### config.mk
export PLATFORM = sky130hd
export DESIGN_NAME = controlador_estados_param
export DESIGN_NICKNAME = d
export VERILOG_FILES = /design/src/rtl/controlador_estados_param.sv
export SDC_FILE = /design/constraint.sdc
export NUM_CORES = 1
export LEC_CHECK = 0
export BUFFER_PORTS_ARGS = -buffer_cell sky130_fd_sc_hd__buf_4
export CAP_MARGIN = 5
export CELL_PAD_IN_SITES_DETAIL_PLACEMENT = 2
export CELL_PAD_IN_SITES_GLOBAL_PLACEMENT = 2
export CORE_MARGIN = 5
export CORE_UTILIZATION = 29
export CTS_CLUSTER_SIZE = 40
export DETAILED_ROUTE_END_ITERATION = 8
export PLACE_DENSITY = 0.83
export SETUP_SLACK_MARGIN = 0.3
export SLEW_MARGIN = 15
export SYNTH_ARGS = -nofsm -noshare
export SYNTH_HDL_FRONTEND = slang
export SYNTH_SLANG_ARGS = --single-unit
### constraint.sdc
create_clock -name clk -period 2.5 [get_ports clk]
set_input_delay 0.125 -clock clk [delete_from_list [all_inputs] [get_ports clk]]
set_output_delay 0.125 -clock clk [all_outputs]
set_load 0.1 [all_outputs]
### src/rtl/controlador_estados_param.sv
// Pet mood/activity controller: one-hot state machine advanced on a periodic decision
// tick, driven by two buttons and a bank of need counters, with alerts and revival.
module controlador_estados_param #(
    parameter int STAT_W       = 8,
    parameter int N_STATS      = 3,
    parameter int TICK_W       = 22,
    parameter int ACT_TICKS    = 8,
    parameter int LOW_THR      = 16,
    parameter int REVIVE_TICKS = 4
) (
    input  logic                        clk,
    input  logic                        rst_n,
    input  logic                        b1,
    input  logic                        b2,
    input  logic [N_STATS*STAT_W-1:0]   stats,
    output logic [4:0]                  estado,
    output logic                        tick,
    output logic [N_STATS-1:0]          alerta,
    output logic [N_STATS-1:0]          morto_causa
);

    typedef enum logic [4:0] {
        INTRO      = 5'b00000,
        IDLE       = 5'b00001,
        DORMINDO   = 5'b00010,
        COMENDO    = 5'b00100,
        DANDO_AULA = 5'b01000,
        MORTO      = 5'b10000
    } estado_t;

    localparam int ACT_W = (ACT_TICKS > 1) ? $clog2(ACT_TICKS) : 1;
    localparam int REV_W = $clog2(REVIVE_TICKS + 1);
    localparam logic [ACT_W-1:0] ACT_LAST = (ACT_TICKS > 0) ? ACT_W'(ACT_TICKS - 1) : '0;
    localparam logic [REV_W-1:0] REV_MAX  = REV_W'(REVIVE_TICKS);

    estado_t             state_q, state_d;
    logic [TICK_W-1:0]   tick_cnt;
    logic                b1_lat, b2_lat;
    logic [ACT_W-1:0]    act_cnt_q, act_cnt_d;
    logic [REV_W-1:0]    rev_cnt_q, rev_cnt_d, rev_inc;
    logic [N_STATS-1:0]  causa_d, zero_mask, low_mask;
    logic                decision, p1, p2;

    assign decision = &tick_cnt;
    // A press counts if it was latched earlier in the window or is present right now.
    assign p1       = b1_lat | b1;
    assign p2       = b2_lat | b2;
    assign rev_inc  = (rev_cnt_q == REV_MAX) ? rev_cnt_q : rev_cnt_q + 1'b1;
    assign estado   = state_q;

    always_comb begin
        zero_mask = '0;
        low_mask  = '0;
        for (int i = 0; i < N_STATS; i++) begin
            zero_mask[i] = (stats[i*STAT_W +: STAT_W] == '0);
            low_mask[i]  = (stats[i*STAT_W +: STAT_W] < STAT_W'(LOW_THR));
        end
    end

    // NOTE: every output of this block gets a default first so no path can infer a latch.
    always_comb begin
        state_d   = state_q;
        act_cnt_d = act_cnt_q;
        rev_cnt_d = rev_cnt_q;
        causa_d   = morto_causa;
        if (state_q != MORTO && |zero_mask) begin
            state_d   = MORTO;
            causa_d   = zero_mask;
            rev_cnt_d = '0;
        end else begin
            case (state_q)
                MORTO: begin
                    if (p1 && p2) begin
                        if (rev_inc == REV_MAX && !(|zero_mask)) begin
                            state_d   = INTRO;
                            causa_d   = '0;
                            rev_cnt_d = '0;
                        end else begin
                            rev_cnt_d = rev_inc;
                        end
                    end else begin
                        rev_cnt_d = '0;
                    end
                end
                INTRO: begin
                    if (p1 || p2) state_d = IDLE;
                end
                IDLE: begin
                    act_cnt_d = '0;
                    case ({p1, p2})
                        2'b10:   state_d = COMENDO;
                        2'b01:   state_d = DORMINDO;
                        2'b11:   state_d = DANDO_AULA;
                        default: state_d = IDLE;
                    endcase
                end
                DORMINDO, COMENDO, DANDO_AULA: begin
                    if (p1 || p2) begin
                        state_d   = IDLE;
                        act_cnt_d = '0;
                    end else if (ACT_TICKS != 0 && act_cnt_q == ACT_LAST) begin
                        state_d   = IDLE;
                        act_cnt_d = '0;
                    end else begin
                        act_cnt_d = act_cnt_q + 1'b1;
                    end
                end
                default: state_d = INTRO;
            endcase
        end
    end

    // NOTE: sequential state uses non-blocking assignments so all registers update together.
    always_ff @(posedge clk) begin
        if (!rst_n) begin
            state_q     <= INTRO;
            tick_cnt    <= '0;
            b1_lat      <= 1'b0;
            b2_lat      <= 1'b0;
            act_cnt_q   <= '0;
            rev_cnt_q   <= '0;
            tick        <= 1'b0;
            alerta      <= '0;
            morto_causa <= '0;
        end else begin
            tick_cnt <= tick_cnt + 1'b1;
            tick     <= decision;
            alerta   <= (state_q == MORTO) ? '0 : low_mask;
            if (decision) begin
                state_q     <= state_d;
                act_cnt_q   <= act_cnt_d;
                rev_cnt_q   <= rev_cnt_d;
                morto_causa <= causa_d;
                b1_lat      <= 1'b0;
                b2_lat      <= 1'b0;
            end else begin
                if (b1) b1_lat <= 1'b1;
                if (b2) b2_lat <= 1'b1;
            end
        end
    end

endmodule

==> summary.log, run 1 <==
INFO  critical_path  worst_setup_path_start_kind=register
INFO  critical_path  critical-path-max-stage-delay=390ps
INFO  critical_path  cell_type_of_the_slowest_stage_on_the_worst_timing_path=dfxtp_4
INFO  pwr            cellPowerDensity=491mW/mm²
INFO  floorplanning  design.portCount=40
INFO  global_route   grtUsageTotal=13.9%
INFO  critical_path  cp.required=2690ps
INFO  logic_synthesis netlist_top_cells_area=dfxtp_1 41%, xor2_1 6.8%, nand2_1 5.4%
INFO  run_status     outcome=finished clean
INFO  cts            tritoncts_clock_tree=built
INFO  finish         multi_input_comb_area=0.00121mm²
INFO  cts            clkSinkCount=42
INFO  pwr            cell_internal_pwr=1010µW
INFO  finish         regArea=855µm²
INFO  global_route   grt_first_pass_wirelength=9780µm
INFO  logic_synthesis ys_warn_count=0
INFO  logic_synthesis synth-edff-count=0
INFO  floorplanning  initial_utilization=30.1%
INFO  critical_path  timing.critical_path.depth=8
INFO  timing         unrepaired_setup_endpoints_after_global_routing=yes
INFO  finish         final_nets=318
INFO  logic_synthesis synth.avg_cell_area=8.51µm²
INFO  floorplanning  die-area=0.00892mm²
INFO  critical_path  ff2ff_path_depth=8
INFO  logic_synthesis synth_top_area_cell=dfxtp_1
INFO  place          gpl.final_weighted_congestion=0.731
INFO  critical_path  crit_family=compound AO/OA/AOI/OAI gates
INFO  finish         fin_util=38.7%
INFO  timing         final.period_utilization=89.3%
INFO  route          drt.antenna.violating_nets=0
INFO  logic_synthesis synthesized_nets=276
INFO  cts            cts_htree_levels=2
INFO  route          drt_drc_violations_left=0
INFO  cts            cts-buffers-inserted=5
INFO  logic_synthesis ys_seq_elements=42
INFO  logic_synthesis synth_top_area_share=40.7%
INFO  timing         max_clock_freq=448MHz
INFO  timing         finalCriticalPeriod=2230ps
INFO  timing         worst_slew_margin_rel=56.6%
INFO  pwr            power_switching=296µW
INFO  floorplanning  area_of_the_core=0.00687mm²
INFO  critical_path  worstReg2RegStart=rev_cnt_q[0]
INFO  critical_path  total_buffers_and_inverters_traversed_by_the_critical_path=1
INFO  logic_synthesis synthDistinctLibCells=40
INFO  critical_path  endpoint=estado[4]
INFO  logic_synthesis yosysSeqAreaShare=40.7%
INFO  pwr            clkPwrFrac=41.6%
INFO  timing         final_max_slew_viol_count=0
INFO  cts            buffer_levels_on_the_longest_clock_path=2
INFO  finish         post_synthesis_to_final_layout_area_growth=28.5%
INFO  pwr            leakage=0.00104µW
INFO  route          vias=1964
INFO  logic_synthesis syn-instance-count=243
INFO  cts            worst_skew_pair.late_latency=300ps
INFO  pwr            pwr-share-comb=6.3%
INFO  critical_path  crit_fanout=5
INFO  min_path       number_of_cells_on_the_worst_hold_path=3
INFO  floorplanning  std_cell_rows=30
INFO  min_path       min-delay-path-class=in2reg
INFO  critical_path  r2r_slack=270ps
INFO  timing         post_route_setup_tns=0ps
INFO  global_route   maximum_number_of_pins_on_one_net_before_global_route_repair=20
INFO  cts            cts_root_buffer=clkbuf_8
INFO  global_route   initial_antenna_violation_count=0
INFO  floorplanning  die-width=94.4µm
INFO  critical_path  startpoint=rev_cnt_q[0]
INFO  route          dr.first_iter.drc_count=53
INFO  finish         drive_above_1_share=25.9%
INFO  timing         report.final.setup_viol=0
INFO  route          detailedRoute.firstPassIterationCount=4
INFO  route          routedWlPerCell=15.8µm
INFO  critical_path  crit_path_end_kind=register
INFO  finish         n_antenna_cell=0
INFO  finish         fill_cells=785
INFO  pwr            power.switching_fraction=22.7%
INFO  timing         hold_violations=0
INFO  timing         clock_skew=8.93ps
INFO  global_route   grt_overflow_total=0
INFO  place          detailedPlacementHpwl=4240µm
INFO  place          place.port_buffers=39
INFO  cts            clk_pin_slew=90ps
INFO  critical_path  critical_path.cell_chain=inv_4 > ha_4 > or3b_1 > a311oi_2 > and4_1 > nand2_2 > a211o_4 > a32o_1
INFO  logic_synthesis ys.flop_type=dfxtp_1
INFO  floorplanning  chipHeight=94.4µm
INFO  pwr            power_frac_seq=52.1%
INFO  route          totalWireLength=6050µm
INFO  critical_path  setup.worst_path.class=reg2reg
INFO  run            drv_cap=0
INFO  pwr            max-vdd-ir-drop=200µV
INFO  critical_path  crit_arrival=2420ps
INFO  timing         max_slew.worst_pin.slew=650ps
INFO  logic_synthesis syn-cell-area=0.00207mm²
INFO  logic_synthesis async_s_r_ff_share_synth=0%
INFO  critical_path  timing.rr.end=estado[4]
INFO  global_route   first_global_vias=2099
INFO  route          avgViaCountPerCell=5.14
timing repair:
action	4_1_cts	5_1_grt
gates cloned	0	0
pin swaps	5	2
buffers inserted	3	0
hold buffers	0	0
resized for setup	5	10
setup endpoints to repair	5	12
per-layer routing:
layer | wire (µm) | global-route usage [%] | up-vias
met5 | 0 | 0 | -
met4 | 65 | 4.45 | 0
met3 | 276 | 3.59 | 4
met1 | 2720 | 16.1 | 976
met2 | 2980 | 24.9 | 41
li1 | - | - | 943
flip-flops by register name, summed over array words and instances, names as in the netlist:
register,flops
morto_causa,3
b1_lat,1
tick_cnt,22
tick,1
rev_cnt_q,3
alerta,3
act_cnt_q,3
estado,5
b2_lat,1
power groups by stage:
stage                     registers, µW  clock network (µW)  logic, µW
after floorplan                     701                   0       27.7
after global placement              697                   0       79.8
after detailed placement            697                   0       81.5
after CTS                           680                 562       82.6
after global routing                681                 585       89.5
final                               679                 543       81.5
cells in the mapped netlist, types with 2 or more instances:
master and count:
o21ai_0 15, xor2_1 16, and2_1 3, or4_1 5, buf_6 2, inv_1 3
mux2i_1 4, and4_1 5, nor4_1 9, a211oi_1 3, ha_1 5, nand3_1 11
or3_1 2, xnor2_1 4, nand4_1 7, a21oi_1 8, nor3_1 4, clkbuf_1 7
nand3b_1 4, and3_1 7, dfxtp_1 42, nand2_1 30, nand2b_1 2, nor2_1 29
cells by family after synthesis:
family / Yosys count / share of synthesized area, %
flops: 42 / 40.7
fa+ha+maj: 5 / 3.03
xor+xnor: 20 / 8.47
buf+inv: 14 / 3.33
mux: 4 / 1.94
simple gates: 124 / 32.1
compound gates: 34 / 10.4
how the worst min path moves through the flow:
stage | startpoint | endpoint | slack [ps]
global route | b1 | b1_lat | 180
floorplan | b1 | b1_lat | 290
finish | b1 | b1_lat | 150
global placement | b2 | b2_lat | 430
CTS | b1 | b1_lat | 140
detailed placement | b1 | b1_lat | 460
per-stage QoR:
step,area [µm²],std cells,hold WS (ps),worst slack [ps],power (µW)
2_1_floorplan,2080,243,293,286,729
3_3_place_gp,2460,371,433,219,777
3_5_place_dp,2460,371,460,179,779
4_1_cts,2610,382,144,300,1330
5_1_grt,2660,382,184,195,1360
6_report,2660,382,150,267,1300
tightest hold or removal path: cells and delay by family:
family / cells / cell delay (ps)
simple gates: 2 / 190
buf+inv: 1 / 90
cell type report:
type	count	area share (%)
timing repair buffer	46	13.0
clock inverter	3	1.51
inverter	3	0.518
sequential	42	32.2
tap	96	4.52
clock buffer	5	2.59
multi-input combinational	187	45.7
placed cells by master (no fill, tap or decap), types with 5 or more instances in the layout:
cell      netlist  layout
dfxtp_1        42      35
nand3_1        11      11
nand4_1         7       7
a21oi_1         8       7
dfxtp_2         0       5
nor2_1         29      29
and4_1          5       5
clkbuf_8        0       5
o21ai_0        15      14
or4_1           5       5
buf_4           0      46
and3_1          7       7
nand2_1        30      29
xor2_1         16      16
nor4_1          9       9
Power figures use the tool's default switching activity.
==> run 2, diff against run 1 <==
--- a/config.mk
+++ b/config.mk
@@ -5,12 +5,13 @@
 export SDC_FILE = /design/constraint.sdc
 export NUM_CORES = 1
 export LEC_CHECK = 0
+export ABC_AREA = 1
 export BUFFER_PORTS_ARGS = -buffer_cell sky130_fd_sc_hd__buf_4
 export CAP_MARGIN = 5
 export CELL_PAD_IN_SITES_DETAIL_PLACEMENT = 2
 export CELL_PAD_IN_SITES_GLOBAL_PLACEMENT = 2
 export CORE_MARGIN = 5
-export CORE_UTILIZATION = 29
+export CORE_UTILIZATION = 27
 export CTS_CLUSTER_SIZE = 40
 export DETAILED_ROUTE_END_ITERATION = 8
 export PLACE_DENSITY = 0.83
==> summary.log, run 2 <==
INFO  critical_path  crit_path_end_kind=register
INFO  route          drt.antenna.violating_nets=0 [unchanged]
INFO  logic_synthesis synth.cells.most_frequent=66 x nand2_1, 58 x nor2_1, 42 x dfxtp_1, 42 x inv_1, 22 x a21oi_1
INFO  pwr            cell_internal_pwr=999µW [-0.91%]
INFO  logic_synthesis synth-edff-count=0 [unchanged]
INFO  cts            buffer_levels_on_the_longest_clock_path=2 [unchanged]
INFO  route          vias=2229 [+13%]
INFO  place          place_worst_setup_slack=554ps [+375 ps]
INFO  finish         most-common-layout-cells=66 x nand2_1, 58 x nor2_1, 42 x inv_1, 42 x dfxtp_1, 41 x buf_4
INFO  timing         final.period_utilization=76.1% [-13 points]
INFO  cts            tritoncts_clock_tree=built
INFO  logic_synthesis async_s_r_ff_share_synth=0% [unchanged]
INFO  timing         unrepaired_setup_endpoints_after_global_routing=no
INFO  finish         largest_reg_flops=22 [unchanged]
INFO  finish         mostFrequentLayoutCell=nand2_1
INFO  run            drv_cap=0 [unchanged]
INFO  finish         final_nets=400 [+26%]
INFO  logic_synthesis yosysSeqAreaShare=38.3% [-2.4 points]
INFO  cts            cts_hold_buffers=0 [unchanged]
INFO  timing         hold_violations=0 [unchanged]
INFO  place          gpl.final_weighted_congestion=0.760 [+3.9%]
INFO  cts            cts_root_buffer=clkbuf_8
INFO  floorplanning  area_of_the_core=0.00781mm² [+14%]
INFO  timing         worst_slew_margin_rel=59.8% [+3.2 points]
INFO  pwr            pwr-share-comb=7.2% [+0.9 points]
INFO  logic_synthesis synthesized_nets=355 [+29%]
INFO  cts            post-cts-setup-buffers=0 [-3]
INFO  floorplanning  die-width=100µm [+6.1%]
INFO  logic_synthesis netlist_top_cells_area=dfxtp_1 38%, nand2_1 11%, nor2_1 9.9%
INFO  pwr            power_frac_seq=52.4% [+0.3 points]
INFO  critical_path  timing.rr.end=act_cnt_q[2]
INFO  route          avgViaCountPerCell=4.74 [-7.8%]
INFO  pwr            leakage=0.00123µW [+18%]
INFO  logic_synthesis syn-cell-area=0.00220mm² [+6.2%]
INFO  run_status     outcome=finished clean
INFO  logic_synthesis syn-instance-count=322 [+33%]
INFO  route          drt_drc_violations_left=0 [unchanged]
INFO  cts            worst_skew_pair.late_latency=300ps [about the same]
INFO  cts            post_cts_resize_count=0 [-5]
INFO  critical_path  startpoint=tick_cnt[0]
INFO  global_route   grt_overflow_total=0 [unchanged]
INFO  pwr            cellPowerDensity=475mW/mm² [-3.3%]
INFO  critical_path  setup.worst_path.class=reg2reg
INFO  critical_path  worstReg2RegStart=tick_cnt[0]
INFO  finish         n_antenna_cell=0 [unchanged]
INFO  global_route   first_global_vias=2473 [+18%]
INFO  global_route   initial_antenna_violation_count=0 [unchanged]
INFO  place          detailedPlacementHpwl=5080µm [+20%]
INFO  critical_path  r2r_slack=600ps [+330 ps]
INFO  min_path       min-delay-path-class=in2reg
INFO  timing         report.final.setup_viol=0 [unchanged]
INFO  logic_synthesis synth.avg_cell_area=6.82µm² [-20%]
INFO  finish         drive_above_1_share=19.6% [-6.3 points]
INFO  finish         post_synthesis_to_final_layout_area_growth=24.3%
INFO  logic_synthesis post-synth-top-count-cell=nand2_1
INFO  finish         finished_cell_area=0.00273mm² [+2.8%]
INFO  critical_path  endpoint=act_cnt_q[2]
INFO  pwr            power_switching=297µW [+0.45%]
INFO  route          routedWlPerCell=13.7µm [-13%]
INFO  cts            clkSinkCount=42 [unchanged]
INFO  route          dr.first_iter.drc_count=32 [-40%]
INFO  logic_synthesis synthDistinctLibCells=28 [-30%]
INFO  timing         post-route-worst-setup-slack=597ps [+330 ps]
INFO  timing         max_clock_freq=525MHz [+17%]
INFO  cts            cts_htree_levels=2 [unchanged]
INFO  timing         clock_skew=6.60ps [-2.32 ps]
INFO  floorplanning  chipHeight=100µm [+6.1%]
INFO  critical_path  cp.required=2700ps [about the same]
INFO  timing         max_slew.worst_pin.slew=602ps [-48.3 ps]
INFO  floorplanning  die-area=0.0100mm² [+13%]
INFO  cts            cts-buffers-inserted=5 [unchanged]
INFO  cts            clk_pin_slew=80ps [about the same]
INFO  critical_path  crit_fanout=8 [+3]
INFO  floorplanning  initial_utilization=28.1% [-2.0 points]
INFO  critical_path  worst_setup_path_start_kind=register
INFO  finish         fill_cells=972 [+24%]
INFO  logic_synthesis synth_top_area_cell=dfxtp_1
INFO  logic_synthesis ys_warn_count=0 [unchanged]
INFO  critical_path  ff2ff_path_depth=12 [+4]
INFO  place          postPlaceCellArea=0.00262mm² [+6.4%]
INFO  critical_path  crit_arrival=2100ps [-320 ps]
INFO  pwr            max-vdd-ir-drop=141µV [-29%]
INFO  timing         post_route_setup_tns=0ps [unchanged]
INFO  place          place.port_buffers=39 [unchanged]
INFO  global_route   maximum_number_of_pins_on_one_net_before_global_route_repair=25 [+25%]
INFO  route          detailedRoute.firstPassIterationCount=4 [unchanged]
INFO  logic_synthesis ys_seq_elements=42 [unchanged]
INFO  route          totalWireLength=6450µm [+6.8%]
INFO  global_route   grtUsageTotal=13.4% [-0.58 points]
INFO  global_route   grt_first_pass_wirelength=11000µm [+12%]
INFO  floorplanning  std_cell_rows=32 [+6.7%]
INFO  logic_synthesis ys.flop_type=dfxtp_1
INFO  pwr            power.switching_fraction=22.9% [+0.24 points]
INFO  timing         finalCriticalPeriod=1900ps [-330 ps]
INFO  pwr            clkPwrFrac=40.4% [-1.2 points]
INFO  timing         final_max_slew_viol_count=0 [unchanged]
INFO  logic_synthesis synth_top_area_share=38.3% [-2.4 points]
INFO  floorplanning  design.portCount=40 [unchanged]
INFO  finish         registers.top_by_ff_count=tick_cnt
[run 2: changes by cell type after synthesis, moves of 5 or more]
| cell | delta |
|---|---|
| nand2_1 | +36 |
| xor2_1 | -14 |
| and3_1 | -7 |
| nor4_1 | -7 |
| nand3_1 | +6 |
| nor2_1 | +29 |
| and4_1 | -5 |
| inv_1 | +39 |
| nor3_1 | +10 |
| a21oi_1 | +14 |
| or4_1 | -5 |
[run 2: cell type report]
class / count / area (µm²) / area share (%)
Clock buffer: 8 / 110 / 4.03
Sequential cell: 42 / 841 / 30.8
Timing Repair Buffer: 41 / 308 / 11.3
Inverter: 47 / 179 / 6.55
Multi-Input combinational cell: 230 / 1160 / 42.7
Tap cell: 102 / 128 / 4.67
[run 2: how the worst min path moves through the flow]
stage	start	to	slack [ps]	cells after the start
after global placement	stats[6]	alerta[0]	390	4
after detailed placement	stats[14]	alerta[1]	400	4
after global routing	stats[14]	alerta[1]	80	4
final	stats[7]	alerta[0]	80	4
after floorplan	rst_n	estado[4]	280	2
after CTS	stats[14]	alerta[1]	60	4
[run 2: worst max-delay path, cell delays in order, from the launching register on]
cell	delay, ps
dfxtp_1	360
ha_1	180
nand2_1	70
inv_2	70
nand4_2	150
nor2_4	250
nand3_4	140
nor2_8	180
inv_4	60
nor2_4	170
nand2_1	80
nand2_1	60
nor2_1	40
[run 2: kinds of logic after synthesis]
group,share of synthesized area [%]
adder cells (fa/ha/maj),2.85
XOR/XNOR,0.798
AO/OA/AOI/OAI,9.86
AND/OR/NAND/NOR,39.5
buffers and inverters,8.66
flip-flops,38.3
[run 2: power groups by stage]
stage | Combinational [µW] | Sequential, µW | Clock (µW)
final | 93.9 | 679 | 523
after CTS | 96.7 | 679 | 557
after global placement | 91.9 | 694 | 0
after detailed placement | 96.2 | 695 | 0
after floorplan | 38.9 | 700 | 0
after global routing | 105 | 680 | 578
[run 2: layer usage]
metal | global-route usage (%) | part of all wire [%] | up-vias
li1 | - | - | 1117
met1 | 14.2 | 42 | 1060
met2 | 25.7 | 52 | 44
met3 | 2.99 | 5.1 | 8
met4 | 4.35 | 1.4 | 0
met5 | 0 | 0 | -
[run 2: per-stage QoR]
stage                     power, µW  utilization, %  hold slack (ps)  std cells
after global routing           1360            35.0             81.0        470
after detailed placement        791            33.6              403        462
after floorplan                 739               -              285        322
after CTS                      1330            35.0             64.3        470
after global placement          786            33.6              395        462
final                          1300            35.0             81.5        470
==> run 3, diff against run 2 <==
--- a/config.mk
+++ b/config.mk
@@ -11,10 +11,10 @@
 export CELL_PAD_IN_SITES_DETAIL_PLACEMENT = 2
 export CELL_PAD_IN_SITES_GLOBAL_PLACEMENT = 2
 export CORE_MARGIN = 5
-export CORE_UTILIZATION = 27
+export CORE_UTILIZATION = 30
 export CTS_CLUSTER_SIZE = 40
 export DETAILED_ROUTE_END_ITERATION = 8
-export PLACE_DENSITY = 0.83
+export PLACE_DENSITY = 0.87
 export SETUP_SLACK_MARGIN = 0.3
 export SLEW_MARGIN = 15
 export SYNTH_ARGS = -nofsm -noshare
==> constraint.sdc (replaced) <==
create_clock -name clk -period 1.9 [get_ports clk]
set_input_delay 0.095 -clock clk [delete_from_list [all_inputs] [get_ports clk]]
set_output_delay 0.095 -clock clk [all_outputs]
set_load 0.1 [all_outputs]
==> summary.log, run 3 (same netlist as run 2, synthesis figures left out) <==
INFO  pwr            power.switching_fraction=25.0% [+2.1 points]
INFO  cts            buffer_levels_on_the_longest_clock_path=2 [unchanged]
INFO  cts            worst_skew_pair.late_latency=320ps [+20 ps]
INFO  critical_path  setup.worst_path.class=reg2reg
INFO  floorplanning  die-area=0.00913mm² [-9.0%]
INFO  floorplanning  std_cell_rows=31 [-3.1%]
INFO  cts            cts-buffers-inserted=5 [unchanged]
INFO  pwr            power_switching=445µW [+50%]
INFO  timing         final.period_utilization=89.7% [+14 points]
INFO  global_route   grt_first_pass_wirelength=12700µm [+16%]
INFO  critical_path  critical-path-max-stage-delay=360ps [about the same]
INFO  route          drt_drc_violations_left=0 [unchanged]
INFO  place          place_worst_setup_slack=104ps [-450 ps]
INFO  floorplanning  die-width=95.6µm [-4.6%]
INFO  timing         timing.hold.ws=43.8ps [-37.7 ps]
INFO  route          detailedRoute.firstPassIterationCount=4 [unchanged]
INFO  critical_path  worstReg2RegStart=tick_cnt[2]
INFO  timing         hold_violations=0 [unchanged]
INFO  global_route   grt_overflow_total=0 [unchanged]
INFO  timing         worst_slew_margin_rel=51.8% [-8.0 points]
INFO  critical_path  ff2ff_path_depth=11 [-1]
INFO  finish         mostFrequentLayoutCell=buf_4
INFO  critical_path  worst_setup_path_start_kind=register
INFO  finish         drive_above_1_share=39.3% [+20 points]
INFO  critical_path  startpoint=tick_cnt[2]
INFO  critical_path  crit_arrival=1900ps [-200 ps]
INFO  timing         unrepaired_setup_endpoints_after_global_routing=yes
INFO  pwr            leakage=0.00143µW [+16%]
INFO  pwr            max-vdd-ir-drop=420µV [+200%]
INFO  route          totalWireLength=9280µm [+44%]
INFO  finish         most-common-layout-cells=59 x buf_4, 52 x nand2_1, 50 x nor2_1
INFO  route          avgViaCountPerCell=5.01 [+5.7%]
INFO  timing         post-route-worst-setup-slack=196ps [-401 ps]
INFO  cts            cts_hold_buffers=0 [unchanged]
INFO  route          drt.antenna.violating_nets=0 [unchanged]
INFO  run_status     outcome=finished clean
INFO  timing         final_max_slew_viol_count=0 [unchanged]
INFO  floorplanning  area_of_the_core=0.00718mm² [-8.1%]
INFO  place          place.port_buffers=39 [unchanged]
INFO  route          dr.first_iter.drc_count=89 [+180%]
INFO  timing         max_clock_freq=587MHz [+12%]
INFO  pwr            cellPowerDensity=549mW/mm² [+16%]
INFO  finish         post_synthesis_to_final_layout_area_growth=47.7%
INFO  pwr            clkPwrFrac=42.0% [+1.6 points]
INFO  cts            cts_root_buffer=clkbuf_8
INFO  timing         report.final.setup_viol=0 [unchanged]
INFO  finish         final_nets=426 [+6.5%]
INFO  min_path       min-delay-path-class=in2reg
INFO  critical_path  critical_path.cell_chain=nand2_2 > nor2_4 > nand2_2 > nor2_4 > nand3_2 > inv_2 > nand2_4 > nor2_8 > nand2_1 > nand2_1 > a21oi_1
INFO  route          routedWlPerCell=18.8µm [+37%]
INFO  critical_path  r2r_slack=200ps [-400 ps]
INFO  critical_path  crit_fanout=8 [unchanged]
INFO  critical_path  timing.rr.end=morto_causa[0]
INFO  run            drv_cap=0 [unchanged]
INFO  place          placedCellCount=461 [-0.22%]
INFO  floorplanning  initial_utilization=30.6% [+2.5 points]
INFO  finish         layoutNonFillerInstCount=493 [+4.9%]
INFO  timing         max_slew.worst_pin.slew=722ps [+121 ps]
INFO  floorplanning  design.portCount=40 [unchanged]
INFO  timing         post_route_setup_tns=0ps [unchanged]
INFO  global_route   initial_antenna_violation_count=0 [unchanged]
INFO  pwr            cell_internal_pwr=1340µW [+34%]
INFO  timing         finalCriticalPeriod=1700ps [-199 ps]
INFO  global_route   grtUsageTotal=18.0% [+4.6 points]
INFO  finish         registers.top_by_ff_count=tick_cnt
INFO  timing         clock_skew=17.8ps [+11.2 ps]
INFO  pwr            pwr-share-comb=8.1% [+0.9 points]
INFO  pwr            finalPower=1780µW [+37%]
INFO  cts            cts_htree_levels=2 [unchanged]
INFO  place          gpl.final_weighted_congestion=0.720 [-5.3%]
INFO  critical_path  crit_path_end_kind=register
INFO  critical_path  cell_type_of_the_slowest_stage_on_the_worst_timing_path=dfxtp_2
INFO  pwr            power_frac_seq=49.9% [-2.5 points]
INFO  finish         largest_reg_flops=22 [unchanged]
INFO  floorplanning  chipHeight=95.6µm [-4.6%]
INFO  global_route   maximum_number_of_pins_on_one_net_before_global_route_repair=25 [unchanged]
INFO  cts            clkSinkCount=42 [unchanged]
INFO  critical_path  endpoint=morto_causa[0]
INFO  finish         n_antenna_cell=0 [unchanged]
INFO  route          vias=2472 [+11%]
INFO  global_route   first_global_vias=2657 [+7.4%]
INFO  cts            tritoncts_clock_tree=built
INFO  cts            clk_pin_slew=100ps [+20 ps]
INFO  critical_path  cp.required=2100ps [-600 ps]
INFO  place          detailedPlacementHpwl=5130µm [+1.1%]
## run 3: cell types whose count changed in the layout (fill, tap and decap cells not counted), sizes merged
cell    before  now
buf         41   67
clkbuf       8    5
bufinv       0    1
clkinv       0    2
## run 3: cell type report
class                   count  area (µm²)
clock buffers               5        68.8
fillers                   827        3930
inverters                  47         186
flip-flops and latches     42         881
multi-input cells         230        1400
repair buffers             67         542
clock inverters             3        40.0
well taps                  99         124
## run 3: through the flow
stage | util [%] | instance area (µm²)
after CTS | 42.7 | 3060
after detailed placement | 37.3 | 2680
after global routing | 45.2 | 3240
after floorplan | - | 2240
after global placement | 37.3 | 2680
final | 45.2 | 3240
## run 3: worst min-delay path by stage
stage	from	to	slack [ps]	depth (start not counted)
global route	stats[21]	alerta[2]	60	4
global placement	stats[6]	alerta[0]	360	4
CTS	stats[6]	alerta[0]	60	4
detailed placement	stats[6]	alerta[0]	380	4
floorplan	rst_n	estado[4]	240	2
finish	stats[23]	alerta[2]	40	4
## run 3: timing repair
| action | CTS | global route |
|---|---|---|
| pin swaps | 21 | 17 |
| setup endpoints to repair | 15 | 20 |
| gates resized for setup | 48 | 33 |
| buffers inserted | 15 | 9 |
## run 3: worst max-delay path, delay by kind of cell (launching register included)
kind / cells / cell delay (ps)
flops: 1 / 360
compound gates: 1 / 80
simple gates: 9 / 1040
buf+inv: 1 / 100
## run 3: power groups by stage
stage / logic (µW) / registers (µW) / clock network, µW
6_report: 145 / 888 / 747
5_1_grt: 158 / 890 / 801
4_1_cts: 136 / 889 / 740
3_5_place_dp: 127 / 910 / 0
3_3_place_gp: 121 / 910 / 0
2_1_floorplan: 52.9 / 917 / 0
## run 3: layer usage
metal / share of wire, % / global-route usage (%) / wire, µm / up-vias
met4: 2.6 / 4.50 / 238 / 0
li1: - / - / - / 1169
met3: 5.0 / 3.95 / 463 / 20
met1: 38 / 18.1 / 3490 / 1219
met5: 0 / 0 / 0 / -
met2: 55 / 36.4 / 5080 / 64
